**src/rtl/biu_pkg.sv**
```systemverilog
// Shared types and constants for the BIU responder: FSM states, dispatch select codes
// and instruction-word field positions.
package biu_pkg;

  typedef enum logic [1:0] {
    StIdle,
    StWb,
    StMem,
    StDone
  } biu_state_e;

  localparam logic [1:0] SEL_MOV = 2'b00;
  localparam logic [1:0] SEL_LST = 2'b01;

  localparam int unsigned RD_HI       = 15;
  localparam int unsigned RD_LO       = 12;
  localparam int unsigned RS_HI       = 11;
  localparam int unsigned RS_LO       = 8;
  localparam int unsigned IMM_HI      = 7;
  localparam int unsigned IMM_LO      = 0;
  localparam int unsigned MOV_IMM_BIT = 19;
  localparam int unsigned ST_BIT      = 18;

endpackage

```
**src/rtl/biu_wdt.sv**
```systemverilog
// Memory-ack watchdog: loadable down-counter whose expire flag marks the last allowed
// waiting cycle.
module biu_wdt #(
  parameter int unsigned TIMEOUT = 255
) (
  input  logic clk,
  input  logic rst_n,
  input  logic load,
  input  logic clr,
  input  logic dec,
  output logic expire
);

  localparam int unsigned CW = $clog2(TIMEOUT + 1);

  logic [CW-1:0] count_q;

  always_ff @(posedge clk or negedge rst_n) begin
    if (!rst_n) begin
      count_q <= '0;
    end else if (clr) begin
      count_q <= '0;
    end else if (load) begin
      count_q <= CW'(TIMEOUT);
    end else if (dec && (count_q != '0)) begin
      count_q <= count_q - CW'(1);
    end
  end

  // A count of one means this is the TIMEOUT-th cycle spent waiting.
  assign expire = (count_q == CW'(1));

endmodule

```
**src/rtl/biu_responder.sv**
```systemverilog
// BIU endpoint: executes MOV and load/store requests from the decoder and signals
// completion on ready_bus with registered outputs.
module biu_responder
  import biu_pkg::*;
#(
  parameter int unsigned DATA_W  = 32,
  parameter int unsigned ADDR_W  = 16,
  parameter int unsigned TIMEOUT = 255
) (
  input  logic              clk,
  input  logic              rst_n,
  input  logic              cs_biu,
  input  logic [1:0]        sel_biu,
  input  logic [31:0]       ir,
  output logic              ready_bus,
  output logic              err,
  output logic [3:0]        ra_addr,
  input  logic [DATA_W-1:0] ra_data,
  output logic [3:0]        rb_addr,
  input  logic [DATA_W-1:0] rb_data,
  output logic              wr_en,
  output logic [3:0]        wr_addr,
  output logic [DATA_W-1:0] wr_data,
  output logic              mem_req,
  output logic              mem_we,
  output logic [ADDR_W-1:0] mem_addr,
  output logic [DATA_W-1:0] mem_wdata,
  input  logic [DATA_W-1:0] mem_rdata,
  input  logic              mem_ack
);

  biu_state_e state_q, state_d;
  logic       st_q;
  logic       cs_act, accept;
  logic       wdt_load, wdt_clr, wdt_dec, wdt_expire, timeout;
  logic [7:0] imm8;
  logic       unused_ir;

  // Only a driven 1 counts; X/Z from an undriven select falls through as inactive.
  assign cs_act    = (cs_biu == 1'b1);
  assign accept    = (state_q == StIdle) && cs_act;
  assign imm8      = ir[IMM_HI:IMM_LO];
  assign ra_addr   = ir[RS_HI:RS_LO];
  assign rb_addr   = ir[RD_HI:RD_LO];
  assign unused_ir = ^{ir[31:20], ir[17:16]};

  biu_wdt #(
    .TIMEOUT(TIMEOUT)
  ) u_wdt (
    .clk    (clk),
    .rst_n  (rst_n),
    .load   (wdt_load),
    .clr    (wdt_clr),
    .dec    (wdt_dec),
    .expire (wdt_expire)
  );

  always_comb begin
    state_d  = state_q;
    wdt_load = 1'b0;
    wdt_clr  = 1'b0;
    wdt_dec  = 1'b0;
    timeout  = 1'b0;
    case (state_q)
      StIdle: begin
        if (cs_act) begin
          if (sel_biu == SEL_MOV) begin
            state_d = StWb;
          end else if (sel_biu == SEL_LST) begin
            state_d  = StMem;
            wdt_load = 1'b1;
          end else begin
            state_d = StDone;
          end
        end
      end
      StWb: state_d = StDone;
      StMem: begin
        // An ack on the final watchdog cycle still completes the access.
        if (mem_ack) begin
          wdt_clr = 1'b1;
          state_d = st_q ? StDone : StWb;
        end else if (wdt_expire) begin
          wdt_clr = 1'b1;
          timeout = 1'b1;
          state_d = StDone;
        end else begin
          wdt_dec = 1'b1;
        end
      end
      StDone: begin
        if (!cs_act) state_d = StIdle;
      end
      default: state_d = StIdle;
    endcase
  end

  always_ff @(posedge clk or negedge rst_n) begin
    if (!rst_n) begin
      state_q   <= StIdle;
      st_q      <= 1'b0;
      ready_bus <= 1'b0;
      err       <= 1'b0;
      wr_en     <= 1'b0;
      wr_addr   <= '0;
      wr_data   <= '0;
      mem_req   <= 1'b0;
      mem_we    <= 1'b0;
      mem_addr  <= '0;
      mem_wdata <= '0;
    end else begin
      state_q   <= state_d;
      ready_bus <= (state_d == StDone);
      wr_en     <= (state_d == StWb);
      mem_req   <= (state_d == StMem);
      if (accept) begin
        err     <= (sel_biu != SEL_MOV) && (sel_biu != SEL_LST);
        wr_addr <= ir[RD_HI:RD_LO];
        st_q    <= ir[ST_BIT];
        if (sel_biu == SEL_MOV) begin
          wr_data <= ir[MOV_IMM_BIT] ? DATA_W'(imm8) : ra_data;
        end
        if (sel_biu == SEL_LST) begin
          mem_addr  <= ra_data[ADDR_W-1:0] + ADDR_W'(imm8);
          mem_we    <= ir[ST_BIT];
          mem_wdata <= rb_data;
        end
      end
      if ((state_q == StMem) && mem_ack && !st_q) begin
        wr_data <= mem_rdata;
      end
      if (timeout) begin
        err <= 1'b1;
      end
    end
  end

endmodule

```
**config.mk**
```make
export PLATFORM = sky130hd
export DESIGN_NAME = biu_responder
export DESIGN_NICKNAME = d
export VERILOG_FILES = /design/src/rtl/biu_pkg.sv /design/src/rtl/biu_wdt.sv /design/src/rtl/biu_responder.sv
export SDC_FILE = /design/constraint.sdc
export NUM_CORES = 1
export LEC_CHECK = 0
export BUFFER_PORTS_ARGS = -buffer_cell sky130_fd_sc_hd__buf_2
export CAP_MARGIN = 20
export CELL_PAD_IN_SITES_DETAIL_PLACEMENT = 0
export CELL_PAD_IN_SITES_GLOBAL_PLACEMENT = 1
export CORE_ASPECT_RATIO = 0.5
export CORE_UTILIZATION = 34
export CTS_BUF_LIST = sky130_fd_sc_hd__clkbuf_4 sky130_fd_sc_hd__clkbuf_8 sky130_fd_sc_hd__clkbuf_16
export CTS_CLUSTER_SIZE = 40
export DETAILED_ROUTE_END_ITERATION = 10
export PLACE_DENSITY_LB_ADDON = 0.1
export SYNTH_ARGS = -nofsm -noshare
export SYNTH_HDL_FRONTEND = slang
export SYNTH_SLANG_ARGS = --single-unit
```
**constraint.sdc**
```tcl
create_clock -name clk -period 2.2 [get_ports clk]
set_input_delay 0.22 -clock clk [delete_from_list [all_inputs] [get_ports clk]]
set_output_delay 0.22 -clock clk [all_outputs]
set_load 0.01 [all_outputs]
```
Yosys cells after proc, flatten, opt, wreduce, memory -nomap -nowiden
Index checks and enable logic that the tools add are counted.
{"block": "totals", "regBits": 100, "inputBits": 134, "out_inout_bits": 97, "word_cells": 68}
{"block": "classes", "add_sub_neg": 2, "n_eq_ne": 9, "muxes": 29, "n_reduce_logical": 16}
{"cell": "$mux W32", "count": 4}
{"cell": "$mux W8", "count": 3}
{"cell": "$add A16 B8 Y16", "count": 1}
{"cell": "$mux W1", "count": 15}
{"cell": "$mux W2", "count": 6}
{"cell": "$eq A2 B2 Y1 const B", "count": 4}
{"cell": "$eq A8 B1 Y1 const B", "count": 1}
{"cell": "$pmux W2 S4", "count": 1}
{"cell": "$reduce_bool A2 Y1", "count": 4}
{"cell": "$reduce_bool A8 Y1", "count": 1}
{"cell": "$sub A8 B1 Y8 const B", "count": 1}
{"cell": "$eq A2 B1 Y1 const B", "count": 3}
{"cell": "$logic_and A1 B1 Y1", "count": 5}
{"cell": "$logic_not A2 Y1", "count": 2}
{"cell": "$reduce_and A2 Y1", "count": 2}
{"cell": "$reduce_bool A3 Y1", "count": 1}
{"cell": "$ne A2 B1 Y1 const B", "count": 1}
{"cell": "$logic_not A1 Y1", "count": 1}

Depth between registers and ports, before layout
{"block": "logic_depth", "depth_word": 8, "ltp_mapped": 8, "depth_no_buf": 7}

Cells and area by module
Synthesis repeated with hierarchy kept, for this count alone.
{"block": "hier_totals", "hier_cells": 545, "area_unflattened_um2": 5029.8}
{"mod": "biu_responder", "instances": 1, "cells_per_inst": 496, "area_per_inst_um2": 4521.8, "seq_area_each_um2": 2302.2}
{"mod": "biu_wdt", "instances": 1, "cells_per_inst": 49, "area_per_inst_um2": 508.0, "seq_area_each_um2": 200.2}

Least setup slack after synthesis
OpenSTA, ideal clock, no wires.
{"block": "synth_path", "path_type": "register -> register", "startpoint": "register u_wdt.count_q[0]", "endpoint": "register u_wdt.count_q[7]", "setup_time_ns": 0.080, "t_arrival_ns": 1.864, "t_required_ns": 2.120, "setup_slack_ns": 0.255, "stages_incl_launch_ff": 8, "n_path_buf": 0, "synth_period_minus_slack_ns": 1.945, "path_cell_list": "dfrtp_1 inv_1 ha_1 or3b_1 a2111o_1 a21oi_4 a21oi_1 o211ai_2"}
{"block": "synth_via", "elab_chain_cells": 6, "elab_cells_between_ends": 14, "classes_between": "add/sub (1); eq/ne (1); mux (9); reduce/logical (3)"}
{"item": "start, declared", "line_no": "biu_wdt.sv:16", "rtl": "logic [CW-1:0] count_q;"}
{"item": "start signal, assigned", "line_no": "biu_wdt.sv:24", "rtl": "count_q <= CW'(TIMEOUT);"}
{"item": "start signal, assigned", "line_no": "biu_wdt.sv:26", "rtl": "count_q <= count_q - CW'(1);"}
{"item": "branches (longest 6 deep; another with $sub A8 B1 Y8)"}
Several ways; the timed one is not identified. The select of a mux whose other input is x is not followed.
A chain may end at the register's enable or synchronous reset.

Final worst setup path
{"block": "layout_path", "startpoint": "register u_wdt.count_q[4]", "endpoint": "register u_wdt.count_q[7]"}
Same word-level chain as after synthesis.

==> metrics.txt <==
# TYPE chip_impl_metric gauge
chip_impl_metric{name="power_frac_comb",unit=""} 0.437
chip_impl_metric{name="skew",unit="ps"} 10.5
chip_impl_info{name="cp-end-kind",value="flop"} 1
chip_impl_metric{name="synth_area_in_simple_gates",unit=""} 0.193
chip_impl_metric{name="worstPathMaxFanout",unit=""} 8
chip_impl_metric{name="max_slew_violation_total_from_the_final_report",unit=""} 0
chip_impl_metric{name="hpwl",unit="um"} 9740
chip_impl_metric{name="die-area",unit="um2"} 15600
chip_impl_metric{name="powerDensity",unit="nW/um2"} 1200
chip_impl_metric{name="post_drt_wl_per_cell",unit="um"} 13.8
chip_impl_metric{name="place_inst",unit=""} 934
chip_impl_metric{name="number_of_warnings_printed_during_yosys_synthesis",unit=""} 0
chip_impl_metric{name="cts-root-to-sink-buffers",unit=""} 2
chip_impl_metric{name="final_cells",unit=""} 949
chip_impl_metric{name="power_switching",unit="uW"} 3040
chip_impl_metric{name="fp.dieH",unit="um"} 88.8
chip_impl_metric{name="syn_to_final_growth",unit="%"} 32.0
chip_impl_info{name="clockRootBuffer",value="clkbuf_16"} 1
chip_impl_metric{name="cts_setup_buffers",unit=""} 0
chip_impl_metric{name="grt_remaining_overflow",unit=""} 0
chip_impl_metric{name="detail-route-antenna-nets",unit=""} 0
chip_impl_metric{name="diodes",unit=""} 0
chip_impl_metric{name="grt_first_pass_wirelength",unit="um"} 21100
chip_impl_info{name="synth.area.top_cells",value="dfrtp_1 (49%), nand2_1 (10%), mux2i_1 (6.8%), a21oi_1 (3.6%), nor3b_1 (2.8%)"} 1
chip_impl_metric{name="switching_share",unit=""} 0.373
chip_impl_metric{name="post_synth_fa_ha_maj_area_fraction",unit=""} 0.0283
chip_impl_metric{name="ys_async_sr_fraction",unit=""} 1.00
chip_impl_metric{name="peakVddDrop",unit="V"} 0.000432
chip_impl_metric{name="initial_drt_pass_iterations",unit=""} 4
chip_impl_info{name="min-delay-path-class",value="in -> reg"} 1
chip_impl_metric{name="synth.top_cell.area_share",unit=""} 0.488
chip_impl_metric{name="design_area",unit="um2"} 6770
chip_impl_metric{name="dpl-instance-area",unit="um2"} 6470
chip_impl_metric{name="cellInternalPower",unit="uW"} 5110
chip_impl_metric{name="pwr-share-clk",unit=""} 0.182
chip_impl_metric{name="finalCritPeriodShare",unit=""} 0.925
chip_impl_metric{name="max_slew.worst_pin.slew",unit="ps"} 580
chip_impl_metric{name="clock.fmax",unit="GHz"} 0.491
chip_impl_metric{name="mappedNetlistArea",unit="um2"} 5130
chip_impl_info{name="tritoncts",value="done"} 1
chip_impl_metric{name="clock_sink_count",unit=""} 100
chip_impl_metric{name="mappedNetlistNets",unit=""} 687
chip_impl_metric{name="final.fill_count",unit=""} 1504
chip_impl_metric{name="synthesis.area_per_instance",unit="um2"} 9.46
chip_impl_metric{name="sequential_cell_fraction_of_total_power",unit=""} 0.381
chip_impl_metric{name="io_buffer_count",unit=""} 208
chip_impl_metric{name="clk_pin_slew",unit="ps"} 70
chip_impl_metric{name="antenna_violations_before_repair",unit=""} 1
chip_impl_metric{name="std_cell_rows",unit=""} 31
chip_impl_metric{name="wirelength",unit="um"} 13100
chip_impl_info{name="worst-setup-path-type",value="reg -> reg"} 1
chip_impl_metric{name="initial_core_util",unit=""} 0.351
chip_impl_metric{name="max_slew_margin_vs_limit",unit=""} 0.610
chip_impl_metric{name="post-route-min-period",unit="ps"} 2040
chip_impl_metric{name="post-route-drc-count",unit=""} 0
chip_impl_info{name="run_status",value="finished, final reports clean"} 1
chip_impl_metric{name="cts_buffers",unit=""} 9
chip_impl_metric{name="maximum_number_of_pins_on_one_net_before_global_route_repair",unit=""} 68
chip_impl_metric{name="drt_iter0_drc",unit=""} 97
chip_impl_metric{name="gate_count_post_synth",unit=""} 542
chip_impl_metric{name="layout_cells_sized_above_1",unit=""} 0.357
chip_impl_metric{name="insertion_delay",unit="ps"} 340
chip_impl_metric{name="first_global_vias",unit=""} 4161
chip_impl_metric{name="num_vias",unit=""} 4339
chip_impl_metric{name="post_synth_xor_area_fraction",unit=""} 0.0188
chip_impl_metric{name="synth.yosys.seq_area_share",unit=""} 0.488
chip_impl_metric{name="number_of_synthesized_flops_with_an_enable_pin",unit=""} 0
chip_impl_metric{name="synth.lib_cells_used.distinct",unit=""} 56
chip_impl_metric{name="finalSetupViolations",unit=""} 0
chip_impl_metric{name="critical_path_required",unit="ps"} 2460
chip_impl_metric{name="floorplan.io_pins",unit=""} 231
chip_impl_info{name="dominant_combinational_cell_family_by_area_after_synthesis",value="simple AND/OR/NAND/NOR gates"} 1
chip_impl_metric{name="via_density_per_instance",unit=""} 4.57
chip_impl_metric{name="synth-seq-cells",unit=""} 100
chip_impl_metric{name="final_nets",unit=""} 893
chip_impl_info{name="timing.critical_path.from_type",value="flop"} 1
chip_impl_metric{name="fin_tns_setup",unit="ps"} 0
chip_impl_metric{name="worstPathArrival",unit="ps"} 2300
chip_impl_metric{name="synthMuxAreaShare",unit=""} 0.0947
chip_impl_metric{name="ctsHtreeMaxLevel",unit=""} 3
chip_impl_info{name="grt_setup_unrepaired",value="no"} 1
chip_impl_info{name="synth.largest_area_cell",value="dfrtp_1"} 1
chip_impl_metric{name="power_leakage",unit="uW"} 0.00369
chip_impl_metric{name="preCtsSetupSlack",unit="ps"} 21.4
chip_impl_metric{name="gp_congestion",unit=""} 0.751
chip_impl_metric{name="combined_global_route_utilization_of_all_metal_layers",unit=""} 0.173
chip_impl_metric{name="core_area",unit="um2"} 14600
chip_impl_metric{name="timing.max_cap.violations",unit=""} 0
chip_impl_metric{name="compound_gate_fraction_of_synth_area",unit=""} 0.118
chip_impl_metric{name="finalHoldViolCount",unit=""} 0
chip_impl_metric{name="layout_setup_ws",unit="ps"} 165
chip_impl_info{name="yosys_most_used_dff",value="dfrtp_1"} 1
chip_impl_metric{name="fp.dieW",unit="um"} 176
[repair_timing]
item,4_1_cts,5_1_grt
gates cloned,0,0
hold endpoints to repair,27,0
pin swaps,0,2
setup endpoints to repair,2,17
gates resized for setup,1,3
hold buffers,1,0
[metrics by stage]
stage / utilization / hold WS, ps / total power [uW]
after floorplan: - / -75.6 / 5270
after global placement: 0.444 / 176 / 6660
after detailed placement: 0.444 / 171 / 6720
after CTS: 0.463 / 48.5 / 8280
after global routing: 0.464 / 57.1 / 8850
final: 0.464 / 58.9 / 8150
[worst paths after layout]
path | end | slack, ps | start | depth (start not counted)
worst max register to register | u_wdt.count_q[7] | 160 | u_wdt.count_q[4] | 5
worst min register to register | mem_wdata[30] | 470 | mem_wdata[30] | 2
max in group asynchronous | wr_data[1] | 1170 | rst_n | 3
min in group asynchronous | mem_wdata[25] | 340 | rst_n | 2
worst min-delay path | mem_wdata[14] | 60 | rb_data[14] | 3
worst max-delay path | u_wdt.count_q[7] | 160 | u_wdt.count_q[4] | 5
[power by group through the flow]
stage / clock, uW / sequential (uW) / combinational [uW]
after global placement: 0 / 3120 / 3540
after floorplan: 0 / 3490 / 1790
final: 1480 / 3110 / 3560
after detailed placement: 0 / 3150 / 3580
after CTS: 1550 / 3120 / 3610
after global routing: 1620 / 3240 / 4000
[flip-flops by register name, summed over array words and instances (netlist names), 2 cells and up]
register       flops
mem_wdata         32
wr_data           32
mem_addr          16
u_wdt.count_q      8
wr_addr            4
state_q            2
[synthesized netlist by cell type, drive strengths merged, types with 11 or more instances]
master / number
nand2: 137
dfrtp: 100
mux2: 11
nor3b: 20
buf: 17
mux2i: 35
o21ai: 27
nor2: 13
inv: 35
clkbuf: 16
a21oi: 38
[kinds of logic after synthesis]
kind of cell,after synthesis
compound gates,96
buf+inv,68
simple gates,210
flops,100
mux,46
fa+ha+maj,11
xor+xnor,11
[cells in the final DEF (no fill, tap or decap), types with 4 or more instances in the layout]
cell type | synthesis | final
xor2_1 | 8 | 8
buf_12 | 0 | 5
buf_2 | 6 | 207
nand2b_1 | 10 | 9
a21oi_1 | 37 | 37
nor3b_1 | 19 | 19
a21o_1 | 5 | 5
mux2i_1 | 35 | 35
clkbuf_16 | 0 | 9
buf_4 | 8 | 15
ha_1 | 10 | 10
inv_1 | 35 | 35
nand2_1 | 136 | 136
and3_1 | 6 | 6
mux2_2 | 8 | 8
nand4_1 | 5 | 5
dfrtp_1 | 100 | 99
nor2_1 | 13 | 12
o21ai_0 | 27 | 27
nand3_1 | 4 | 4
[cell type report]
cell class                      instances  area [um2]  area share
Clock inverter                          3        23.8     0.00351
Clock buffer                           11         246      0.0364
Tap cell                              198         248      0.0366
Sequential cell                       100        2500       0.370
Timing Repair Buffer                  228        1260       0.186
Inverter                               35         131      0.0194
Multi-Input combinational cell        374        2350       0.348
[worst max-delay path, cell delays in order (launching register included)]
cell	delay, ps
dfrtp_1	450
or4_4	570
a2111o_1	440
a21oi_4	260
a21oi_1	80
o211ai_2	160
[per-layer routing]
metal,vias up,global-route usage,share of wire
li1,2229,-,-
met1,1970,0.228,0.48
met2,127,0.272,0.43
met3,13,0.0571,0.079
met4,0,0.0474,0.012
met5,-,0,0
No activity file was read; power rests on OpenSTA's default activity.
